==> config.mk <==
export PLATFORM = sky130hd
export DESIGN_NAME = init_sequencer
export DESIGN_NICKNAME = d
export VERILOG_FILES = /design/src/rtl/init_seq_pkg.sv /design/src/rtl/init_seq_counter.sv /design/src/rtl/init_sequencer.sv
export SDC_FILE = /design/constraint.sdc
export NUM_CORES = 1
export LEC_CHECK = 0
export ABC_AREA = 1
export ABC_CLOCK_PERIOD_IN_PS = 3450
export BUFFER_PORTS_ARGS = -buffer_cell sky130_fd_sc_hd__buf_2
export CAP_MARGIN = 20
export CORE_AREA = 5 5 60 48
export DETAILED_ROUTE_END_ITERATION = 6
export DIE_AREA = 0 0 65 53
export PLACE_DENSITY_LB_ADDON = 0.2
export RECOVER_POWER = 25
export SLEW_MARGIN = 20
export SYNTH_ARGS = -nofsm -noshare
export SYNTH_HDL_FRONTEND = slang
export SYNTH_SLANG_ARGS = --single-unit
==> constraint.sdc <==
create_clock -name clk_in -period 3.45 [get_ports clk_in]
set_input_delay 0 -clock clk_in [delete_from_list [all_inputs] [get_ports clk_in]]
set_output_delay 0 -clock clk_in [all_outputs]
set_load 0.02 [all_outputs]
==> src/rtl/init_seq_pkg.sv <==
// Shared types and helpers for the init_sequencer power-on sequencer.
package init_seq_pkg;

  localparam int MAX_STAGES = 8;
  localparam int IDX_W      = $clog2(MAX_STAGES);

  typedef enum logic [2:0] {
    WAIT_INIT = 3'd0,
    RELEASE   = 3'd1,
    GAP       = 3'd2,
    WAIT_ACK  = 3'd3,
    RUN       = 3'd4,
    FAULT     = 3'd5
  } state_t;

  // Width needed to hold the largest wait count of the three phases.
  function automatic int cnt_width(input int a, input int b, input int c);
    int m;
    m = a;
    if (b > m) m = b;
    if (c > m) m = c;
    return $clog2(m + 1);
  endfunction

endpackage

==> src/rtl/init_seq_counter.sv <==
// Synchronous-clear, saturating up-counter shared by all wait phases.
// done is high while the count equals the phase limit; the count then holds.
module init_seq_counter #(
  parameter int W = 8
) (
  input  logic         clk,
  input  logic         rst,
  input  logic         clr,
  input  logic         en,
  input  logic [W-1:0] limit,
  output logic         done
);

  logic [W-1:0] count_r;

  // Count up while enabled, stop at the limit, clear on request.
  always_ff @(posedge clk) begin
    if (rst) begin
      count_r <= {W{1'b0}};
    end else if (clr) begin
      count_r <= {W{1'b0}};
    end else if (en && (count_r != limit)) begin
      count_r <= count_r + W'(1);
    end else begin
      count_r <= count_r;
    end
  end

  assign done = (count_r == limit);

endmodule

==> src/rtl/init_sequencer.sv <==
// Power-on / reset sequencer: holds stage enables low after reset, then
// releases them one at a time (fixed gap or per-stage ack), then raises
// ready / clk_en. Optional macro INIT_SEQ_TIMEOUT_EN adds an ack timeout
// that drops all enables and raises fault.
// Each stage is released on the edge that enters RELEASE, so the gap and
// timeout limits are reduced by the cycle spent in RELEASE.
module init_sequencer
  import init_seq_pkg::*;
#(
  parameter int                    INIT_CYCLES = 255,
  parameter int                    NUM_STAGES  = 3,
  parameter int                    STAGE_GAP   = 16,
  parameter logic [NUM_STAGES-1:0] ACK_MASK    = 3'b000,
  parameter int                    ACK_TIMEOUT = 1023
) (
  input  logic                  clk_in,
  input  logic                  rst,
  input  logic                  restart,
  input  logic [NUM_STAGES-1:0] stage_ack,
  output logic [NUM_STAGES-1:0] stage_en,
  output logic                  ready,
  output logic                  clk_en,
  output logic                  busy,
  output logic                  fault
);

  localparam int CNT_W = cnt_width(INIT_CYCLES, STAGE_GAP, ACK_TIMEOUT);
  localparam logic [CNT_W-1:0] INIT_LIM = CNT_W'(INIT_CYCLES - 1);
  localparam logic [CNT_W-1:0] GAP_LIM  = CNT_W'((STAGE_GAP >= 2) ? STAGE_GAP - 2 : 0);
  localparam logic [CNT_W-1:0] ACK_LIM  = CNT_W'((ACK_TIMEOUT >= 2) ? ACK_TIMEOUT - 2 : 0);
  localparam logic [IDX_W-1:0] LAST_IDX = IDX_W'(NUM_STAGES - 1);

  state_t                  state_r, state_s;
  logic [IDX_W-1:0]        cur_r, cur_s;
  logic                    ack_q_r, ack_q_s;
  logic [NUM_STAGES-1:0]   en_s;
  logic                    ready_s, busy_s;
  logic                    mask_cur_s, ack_cur_s;
  logic                    cnt_clr_s, cnt_en_s, cnt_done_s;
  logic [CNT_W-1:0]        cnt_limit_s;

  // Pick the mask bit and the masked ack of the stage currently pointed at.
  always_comb begin
    mask_cur_s = 1'b0;
    ack_cur_s  = 1'b0;
    for (int i = 0; i < NUM_STAGES; i++) begin
      if (cur_r == IDX_W'(i)) begin
        mask_cur_s = ACK_MASK[i];
        ack_cur_s  = stage_ack[i] & ACK_MASK[i];
      end else begin
        mask_cur_s = mask_cur_s;
        ack_cur_s  = ack_cur_s;
      end
    end
  end

  // Next-state, stage index and next output values.
  always_comb begin
    state_s = state_r;
    cur_s   = cur_r;
    case (state_r)
      WAIT_INIT: begin
        if (cnt_done_s) begin
          state_s = RELEASE;
          cur_s   = {IDX_W{1'b0}};
        end else begin
          state_s = WAIT_INIT;
        end
      end
      RELEASE: begin
        if (mask_cur_s) begin
          state_s = WAIT_ACK;
        end else if (STAGE_GAP == 1) begin
          if (cur_r == LAST_IDX) begin
            state_s = RUN;
          end else begin
            state_s = RELEASE;
            cur_s   = cur_r + IDX_W'(1);
          end
        end else begin
          state_s = GAP;
        end
      end
      GAP: begin
        if (cnt_done_s) begin
          if (cur_r == LAST_IDX) begin
            state_s = RUN;
          end else begin
            state_s = RELEASE;
            cur_s   = cur_r + IDX_W'(1);
          end
        end else begin
          state_s = GAP;
        end
      end
      WAIT_ACK: begin
        if (ack_q_r) begin
          if (cur_r == LAST_IDX) begin
            state_s = RUN;
          end else begin
            state_s = RELEASE;
            cur_s   = cur_r + IDX_W'(1);
          end
`ifdef INIT_SEQ_TIMEOUT_EN
        end else if (cnt_done_s) begin
          state_s = FAULT;
`endif
        end else begin
          state_s = WAIT_ACK;
        end
      end
      RUN: begin
        if (restart) state_s = WAIT_INIT;
        else         state_s = RUN;
      end
      FAULT: begin
        if (restart) state_s = WAIT_INIT;
        else         state_s = FAULT;
      end
      default: begin
        state_s = WAIT_INIT;
        cur_s   = {IDX_W{1'b0}};
      end
    endcase

    case (state_s)
      WAIT_INIT, FAULT: en_s = {NUM_STAGES{1'b0}};
      RUN:              en_s = {NUM_STAGES{1'b1}};
      RELEASE: begin
        for (int i = 0; i < NUM_STAGES; i++) begin
          en_s[i] = stage_en[i] | (cur_s == IDX_W'(i));
        end
      end
      default:          en_s = stage_en;
    endcase

    ready_s = (state_s == RUN);
    busy_s  = (state_s == WAIT_INIT) || (state_s == RELEASE) ||
              (state_s == GAP) || (state_s == WAIT_ACK);
    // Ack is only captured while waiting on it; it is dropped on exit.
    ack_q_s = ((state_r == WAIT_ACK) && (state_s == WAIT_ACK)) ? ack_cur_s : 1'b0;
  end

  // Counter control: clear on every state change, count only in wait phases.
  always_comb begin
    cnt_clr_s = (state_s != state_r);
    cnt_en_s  = (state_r == WAIT_INIT) || (state_r == GAP) || (state_r == WAIT_ACK);
    case (state_r)
      GAP:      cnt_limit_s = GAP_LIM;
      WAIT_ACK: cnt_limit_s = ACK_LIM;
      default:  cnt_limit_s = INIT_LIM;
    endcase
  end

  init_seq_counter #(.W(CNT_W)) u_counter (
    .clk   (clk_in),
    .rst   (rst),
    .clr   (cnt_clr_s),
    .en    (cnt_en_s),
    .limit (cnt_limit_s),
    .done  (cnt_done_s)
  );

  // State, index and registered outputs.
  always_ff @(posedge clk_in) begin
    if (rst) begin
      state_r  <= WAIT_INIT;
      cur_r    <= {IDX_W{1'b0}};
      ack_q_r  <= 1'b0;
      stage_en <= {NUM_STAGES{1'b0}};
      ready    <= 1'b0;
      clk_en   <= 1'b0;
      busy     <= 1'b1;
    end else begin
      state_r  <= state_s;
      cur_r    <= cur_s;
      ack_q_r  <= ack_q_s;
      stage_en <= en_s;
      ready    <= ready_s;
      clk_en   <= ready_s;
      busy     <= busy_s;
    end
  end

`ifdef INIT_SEQ_TIMEOUT_EN
  // Fault flag is high exactly while the FSM sits in FAULT.
  always_ff @(posedge clk_in) begin
    if (rst) fault <= 1'b0;
    else     fault <= (state_s == FAULT);
  end
`else
  assign fault = 1'b0;
`endif

endmodule

* After elaboration in Yosys (flattened, before gate mapping)
Cells that the tools add are included.
W data, S select, Z words.
** Storage, ports and cells
- Register bits after elaboration :: 21
- Bits in latches :: 0
- RAM bits :: 0
- Bits in read-only memories :: 0
- Input port bits :: 6
- Output and inout port bits :: 7
- Word-level logic and storage cells :: 52
- Memories kept :: 0
** Cells by class
- Add/subtract/negate cells :: 2
- Multiply operators :: 0
- Div/mod/pow operators :: 0
- Magnitude comparators :: 0
- Equality and inequality tests :: 16
- Shifts and indexed selects :: 0
- Muxes and demuxes :: 12
- Bitwise logic cells :: 3
- Reduce and logical (&&, ||, !) cells :: 13
** Operators with widths (count)
- $mux W3 :: 7
- $pmux W10 S2 :: 1
- $eq A3 B2 Y1 const B :: 6
- $pmux W3 S3 :: 2
- $pmux W3 S6 :: 1
- $eq A3 B3 Y1 const B :: 4
- $add A10 B1 Y10 const B :: 1
- $eq A10 B10 Y1 :: 1
- $ne A10 B10 Y1 :: 1
- $eq A3 B1 Y1 const B :: 3
- $logic_not A3 Y1 :: 3
- $logic_or A1 B1 Y1 :: 5
- $reduce_or A2 Y1 :: 2
- $reduce_or A4 Y1 :: 1
- $add A3 B1 Y3 const B :: 1
- $ne A3 B3 Y1 :: 1
- $or A1 B1 Y1 :: 3
- $reduce_bool A3 Y1 :: 1
- $logic_and A1 B1 Y1 :: 1
- $mux W1 :: 1

* Depth between registers and ports, before layout
Gate-level depths: netlist (run 1).
- Word-level depth :: 9
- Depth in mapped cells :: 15
- Depth with buffers taken out :: 15

* By module
From an unflattened synthesis (run 1), not the netlist that was laid out.
** Second synthesis, totals
- Cells, all modules :: 240
- Area total of the unflattened synthesis :: 1445.1 um^2
** By module, submodules not included
- init_seq_counter :: times used 1, cells each 129, area an instance 744.5 um^2, seq. area each 200.2 um^2
- init_sequencer :: times used 1, cells each 111, area an instance 700.7 um^2, seq. area each 220.2 um^2

* Least setup slack after synthesis (run 1)
OpenSTA, ideal clock, no wires.
- Path kind :: register to register
- From :: reg state_r[1]
- To :: reg u_counter.count_r[9]
- Setup time :: 73 ps
- Arrival time :: 1618 ps
- Required time :: 3377 ps
- Path slack :: 1759 ps
- Stages on the path, launching flop included :: 13
- Buffers on the path :: 1
- Period minus slack after synthesis :: 1691 ps
- Path through :: dfxtp_1 clkbuf_2 nand2_2 nor2_4 nor2_1 nor2_1 nand3_1 o21bai_4 nand2_1 inv_1 nand2_1 nand4_4 nor3b_2
** On the way
- Cells in the longest elaborated chain, start to end :: 7
- Elaborated cells between the ends (all ways) :: 17
- Those cells by class :: eq/ne: 8; mux: 4; reduce/logical: 5
** RTL lines
- from (decl) :: RTL line init_sequencer.sv:33 : state_t state_r, state_s;
- from (signal assigned) :: RTL line init_sequencer.sv:175 : state_r <= state_s;
- $eq A3 B2 Y1 :: RTL line init_sequencer.sv:61, init_sequencer.sv:147, init_sequencer.sv:148
- $pmux W10 S2 :: RTL line init_sequencer.sv:148 : case (state_r)
- $eq A10 B10 Y1 :: RTL line init_seq_counter.sv:29 : assign done = (count_r == limit);
- $mux W3 / $mux W1 (equally long branches) :: RTL line init_sequencer.sv:85, init_sequencer.sv:63
- $pmux W3 S6 :: RTL line init_sequencer.sv:61 : case (state_r)
- $ne A3 B3 Y1 :: RTL line init_sequencer.sv:146 : cnt_clr_s = (state_s != state_r);
- $reduce_or A2 Y1 (no source line)
- to (signal assigned) :: RTL line init_seq_counter.sv:21 : count_r <= {W{1'b0}};
- to (signal assigned) :: RTL line init_seq_counter.sv:23 : count_r <= count_r + W'(1);
- to (signal assigned) :: RTL line init_seq_counter.sv:25 : count_r <= count_r;
- to (decl) :: RTL line init_seq_counter.sv:14 : logic [W-1:0] count_r;
Several ways; a longest one is shown, not always the timed one.
A chain may end at the register's enable or synchronous reset.

* Worst setup path after layout (run 1)
- From :: reg state_r[1]
- To :: reg u_counter.count_r[8]
The elaborated chain is that of the path after synthesis.

==> results.json, run 1 <==
{
  "status": "finished, final reports clean",
  "cp_common_cell": "nand2_1",
  "dp_hpwl_um": 1930,
  "coreArea_um2": 2230,
  "crit_path_max_incr_delay_ns": 0.49,
  "drt_pass1_iterations": 4,
  "leakage_uw": 0.000604,
  "maxSlewViolCount": 0,
  "fp.dieArea_um2": 3450,
  "ir_worst_vdd_uv": 253,
  "wl_met2_um": 1040,
  "routedWlPerCell_um": 10.9,
  "syn_inst": 188,
  "worstReg2RegEnd": "u_counter.count_r[8]",
  "hold_end": "state_r[2]",
  "io_buffers": 8,
  "timing.hold.ws_ns": 0.0986,
  "fp.dieW_um": 65,
  "yosysWarnings": 0,
  "area_growth_pct": 6.20,
  "antenna-diode-count": 0,
  "worstHoldStart": "restart",
  "max_freq_mhz": 492,
  "ios": 13,
  "highest_layer": "met4",
  "cts-htree-levels": 1,
  "clkTransAtPathRegs_ns": 0.12,
  "grt_max_degree": 13,
  "cp_data_arrival_time_ns": 2.26,
  "r2r_start": "state_r[1]",
  "setup_viol": 0,
  "synth_cell_types": 27,
  "holdPathStages": 5,
  "r2r_setup_slack_ns": 1.42,
  "start_util_pct": 56.0,
  "dr_total_vias": 1136,
  "power_density_nw_per_um2": 290,
  "cp-start-kind": "register",
  "grt-ovfl-total": 0,
  "hp-class": "in2reg",
  "wl_met3_um": 161,
  "grt_pass1_vias": 1003,
  "ys_seq_elements": 21,
  "critical_path.cell_chain": "nand2_1 > nor2_2 > nand2_1 > nand2_1 > nor2_2 > nand2_2 > o21ai_2 > a21oi_1 > nand4_4 > nor3_1",
  "reg2regPathDepth": 10,
  "post_cts_resized": 0,
  "die_h_um": 53,
  "routabilityCongestion": 0.850,
  "syn_avg_cell_area_um2": 6.66,
  "grt_antenna_before_repair": 0,
  "wl_met1_um": 1210,
  "clkSinkCount": 21,
  "synth_nets": 197,
  "cts_root_buf": "clkbuf_4",
  "layout_common_cells": "nand2_1, nor2_1, inv_1",
  "syn_area_um2": 1250,
  "cts_tree": "done",
  "final_nets": 207,
  "fin_crit_sh_pct": 58.9,
  "clk-insertion-delay-late_ns": 0.31,
  "setup_tns_ns": 0,
  "cts_made_buffers": 3,
  "cts.path.max_buffers": 2,
  "drc": 0,
  "final-hold-violation-count": 0,
  "grt_use_total_pct": 16.4,
  "rows": 15,
  "critical_path_required_ns": 3.68,
  "vias_per_cell": 5.12,
  "cp-end-kind": "register",
  "crit_path_top_delay_cell": "dfxtp_1",
  "ant_nets": 0,
  "final_common_cell": "nand2_1",
  "wl_um": 2420,
  "grt_pass1_wl_um": 4330,
  "crit_fanout": 10,
  "finalCriticalPeriod_ns": 2.03,
  "ys_seq_area_share_pct": 33.6,
  "crit_type": "reg2reg",
  "drive_gt1_share_pct": 11.7,
  "drtIter0Drc": 47,
  "rsz0062_at_grt": "no",
  "skew_ns": 0.00768,
  "maxCapViolCount": 0
}
how the worst max path moves through the flow:
stage          startpoint                   end  slack (ns)
3_3_place_gp   state_r[1]  u_counter.count_r[9]        1.54
2_1_floorplan  state_r[1]  u_counter.count_r[9]        1.76
3_5_place_dp   state_r[1]  u_counter.count_r[8]        1.49
6_report       state_r[1]  u_counter.count_r[8]        1.42
4_1_cts        state_r[1]  u_counter.count_r[8]        1.44
5_1_grt        state_r[1]  u_counter.count_r[8]        1.16
synthesized netlist by cell type, drive strengths merged:
cell	instances	area share (%)
buf	2	1.2
nor3b	1	1.0
xor2	4	2.8
nand3	9	3.6
or2	2	1.0
clkbuf	2	0.70
nor2	35	12
dfxtp	21	34
nor3	4	1.6
a21oi	14	5.6
nand2	49	16
conb	1	0.30
nand4	4	3.2
nand3b	1	0.60
ha	3	3.0
o21bai	1	1.5
inv	28	8.4
o21ai	7	3.7
worst max-delay path: cells and delay by family, from the launching register on:
kind | cells | cell delay, ns
simple gates | 8 | 1.10
compound gates | 2 | 0.36
flops | 1 | 0.49
metrics by stage:
| step | setup slack (ns) | total power, µW | cells | area (µm²) | util [%] |
|---|---|---|---|---|---|
| finish | 1.42 | 386 | 222 | 1330 | 59.5 |
| global route | 1.16 | 412 | 222 | 1330 | 59.5 |
| CTS | 1.44 | 393 | 222 | 1340 | 59.8 |
| detailed placement | 1.49 | 273 | 217 | 1300 | 58.2 |
| global placement | 1.54 | 273 | 217 | 1300 | 58.2 |
| floorplan | 1.76 | 270 | 188 | 1250 | - |
per-layer routing:
metal	GRT usage, %	vias up
li1	-	595
met1	22.8	513
met2	23.9	26
met4	4.91	0
met5	0	-
met3	5.10	2
cell families after synthesis:
logic type               count (synthesis)  share of synthesized area (%)
buffers and inverters                   32                           10.3
other                                    1                          0.300
AO/OA/AOI/OAI                           22                           10.8
AND/OR/NAND/NOR                        105                           39.2
XOR/XNOR                                 4                           2.80
adder cells (fa/ha/maj)                  3                           3.00
flip-flops                              21                           33.6
sequential cells by signal, indices dropped and copies added, names as in the netlist:
name               count
busy                   1
stage_en               3
cur_r                  3
u_counter.count_r     10
state_r                3
clk_en                 1
cell type report:
type / instances / area, µm²
fill: 214 / 905
timing repair buffer: 9 / 42.5
tap: 25 / 31.3
inverter: 28 / 105
clock buffer: 3 / 22.5
clock inverter: 1 / 5.00
sequential: 21 / 420
multi-input combinational: 135 / 702
report_power, final:
part / leakage (µW) / total, µW / internal (µW) / switching [µW]
clock network: 0.0000177 / 117 / 43.3 / 73.6
logic: 0.000417 / 20.0 / 7.80 / 12.2
registers: 0.000170 / 249 / 246 / 3.37
total: 0.000604 / 386 / 297 / 89.2
timing repair:
action | in CTS | in global routing
buffers inserted | 0 | 0
hold buffers | 1 | 0
endpoints found under the hold margin | 8 | 0
(Power assumes the default switching activity.)
==> run 2, diff against run 1 <==
ABC_CLOCK_PERIOD_IN_PS = 1700   (was 3450)
CORE_AREA = 5 5 64 51   (was 5 5 60 48)
DIE_AREA = 0 0 69 56   (was 0 0 65 53)
clock period = 1.7 ns   (was 3.45 ns; I/O delays follow)
==> run 2 against run 1 <==
Against the previous run:
- the run now ends with negative setup slack left
- critical endpoint is now u_counter.count_r[9]
- clock power grew 120%
- power grew 120%
- die area grew 12%
- routed wire length grew 70%
- critical path depth grew 1
- fmax grew 7.2%
- non-clock buffer count grew 42
- flip-flop and latch count is the same
- utilization grew 16 points
- cell area grew 45%
- first-iteration DRC count grew 79%
==> results.json, run 2 (synthesis results as in run 1) <==
{
  "routabilityCongestion": 0.843,
  "r2r_start": "state_r[0]",
  "drt_pass1_iterations": 4,
  "crit_path_max_incr_delay_ns": 0.40,
  "drive_gt1_share_pct": 52.9,
  "io_buffers": 8,
  "grt_max_degree": 13,
  "dp.cells": 259,
  "routedWlPerCell_um": 14.9,
  "ant_nets": 0,
  "clk-insertion-delay-late_ns": 0.32,
  "cts-htree-levels": 1,
  "dp_hpwl_um": 2320,
  "grt_antenna_before_repair": 0,
  "setup_ws_ns": -0.196,
  "cts_root_buf": "clkbuf_4",
  "maxCapViolCount": 0,
  "multi_input_area_um2": 932,
  "crit_fanout": 5,
  "drc": 0,
  "wl_um": 4130,
  "grt_use_total_pct": 19.6,
  "setup_viol": 17,
  "violations": "negative setup slack",
  "cp-startpoint": "state_r[0]",
  "endpoint": "u_counter.count_r[9]",
  "clkSinkCount": 21,
  "cts_tree": "done",
  "grt_pass1_vias": 1310,
  "skew_ns": 0.00199,
  "fin_crit_sh_pct": 112,
  "vias_per_cell": 5.19,
  "reg2regPathDepth": 11,
  "ir_worst_vdd_uv": 363,
  "fin_util_pct": 75.1,
  "die_h_um": 56,
  "critical_path.cell_chain": "inv_2 > nand2_2 > nor2_4 > buf_4 > buf_4 > nand2_1 > o21ai_2 > nand2_2 > nand2_4 > nand4_4 > nor3b_2",
  "power_density_nw_per_um2": 433,
  "final-hold-violation-count": 0,
  "coreArea_um2": 2560,
  "grt_pass1_wl_um": 6190,
  "layout_common_cells": "buf_4, nand2_1, inv_1",
  "finalCriticalPeriod_ns": 1.90,
  "maxSlewViolCount": 0,
  "largest_reg_flops": 10,
  "regMostFlops": "u_counter.count_r",
  "crit_cells": 11,
  "cts.path.max_buffers": 2,
  "crit_type": "reg2reg",
  "leakage_uw": 0.000871,
  "clkTransAtPathRegs_ns": 0.13,
  "max_freq_mhz": 527,
  "fp.dieArea_um2": 3860,
  "start_util_pct": 48.8,
  "drtIter0Drc": 84,
  "critPathTopFamily": "simple AND/OR/NAND/NOR gates",
  "timing.critical_path.buf_inv": 3,
  "cp-end-kind": "register",
  "cp-start-kind": "register",
  "register_area_um2": 438,
  "area_growth_pct": 53.9,
  "final_nets": 250,
  "rows": 16,
  "grt-ovfl-total": 0,
  "stdcell_count": 276,
  "worstReg2RegEnd": "u_counter.count_r[9]",
  "fp.dieW_um": 69,
  "fillerInstances": 195,
  "ios": 13,
  "final_common_cell": "buf_4",
  "antenna-diode-count": 0,
  "timing.hold.ws_ns": 0.228,
  "rsz0062_at_grt": "yes",
  "status": "complete, but fails checks",
  "cp_data_arrival_time_ns": 2.16,
  "dr_total_vias": 1432,
  "hp-class": "in2reg",
  "r2r_setup_slack_ns": -0.20,
  "crit_path_top_delay_cell": "dfxtp_4",
  "critical_path_required_ns": 1.96,
  "cts_made_buffers": 3
}
[run 2: how the worst min path moves through the flow]
stage / from / to / slack [ns] / cells after the start
2_1_floorplan: rst / u_counter.count_r[2] / 0.27 / 3
3_3_place_gp: rst / stage_en[1] / 0.30 / 2
3_5_place_dp: rst / cur_r[1] / 0.32 / 2
4_1_cts: restart / clk_en / 0.22 / 6
5_1_grt: restart / clk_en / 0.25 / 6
6_report: restart / clk_en / 0.23 / 6
[run 2: cell type report]
class | instances | share of cell area [%]
clock buffer | 3 | 1.17
inverter | 28 | 5.46
timing repair buffer | 51 | 19.6
tap | 36 | 2.34
multi-input combinational | 136 | 48.4
sequential | 21 | 22.7
clock inverter | 1 | 0.260
[run 2: repair_timing]
action / CTS / global route
cloned: 1 / 0
hold buffers: 1 / 0
gates resized for setup: 46 / 36
buffers inserted: 9 / 2
endpoints found under the setup margin: 15 / 18
endpoints found under the hold margin: 5 / 0
pin swaps: 13 / 17
[run 2: routing by layer]
| metal | up-vias | track usage, % | wire, µm |
|---|---|---|---|
| met5 | - | 0 | 0 |
| met4 | 0 | 5.29 | 61 |
| met3 | 15 | 5.23 | 252 |
| met2 | 49 | 34.2 | 2160 |
| met1 | 671 | 23.7 | 1660 |
| li1 | 697 | - | - |
[run 2: tightest hold or removal path, stage by stage]
cell     delay [ns]
buf_2          0.07
or2_2          0.11
o21ai_2        0.07
buf_4          0.13
nand4_1        0.10
nor2_1         0.04
[run 2: where the power goes]
part	internal, µW	switching [µW]
clock network	88.4	174
registers	493	5.01
logic	31.6	41.8
[run 2: per-stage QoR]
stage	worst slack, ns	TNS, ns	power [µW]	instance area, µm²
2_1_floorplan	0.00916	0	548	1250
3_3_place_gp	-0.115	-0.909	567	1550
6_report	-0.196	-1.93	834	1930
4_1_cts	-0.0647	-0.229	822	1790
3_5_place_dp	-0.200	-1.92	571	1550
5_1_grt	-0.317	-3.99	866	1930
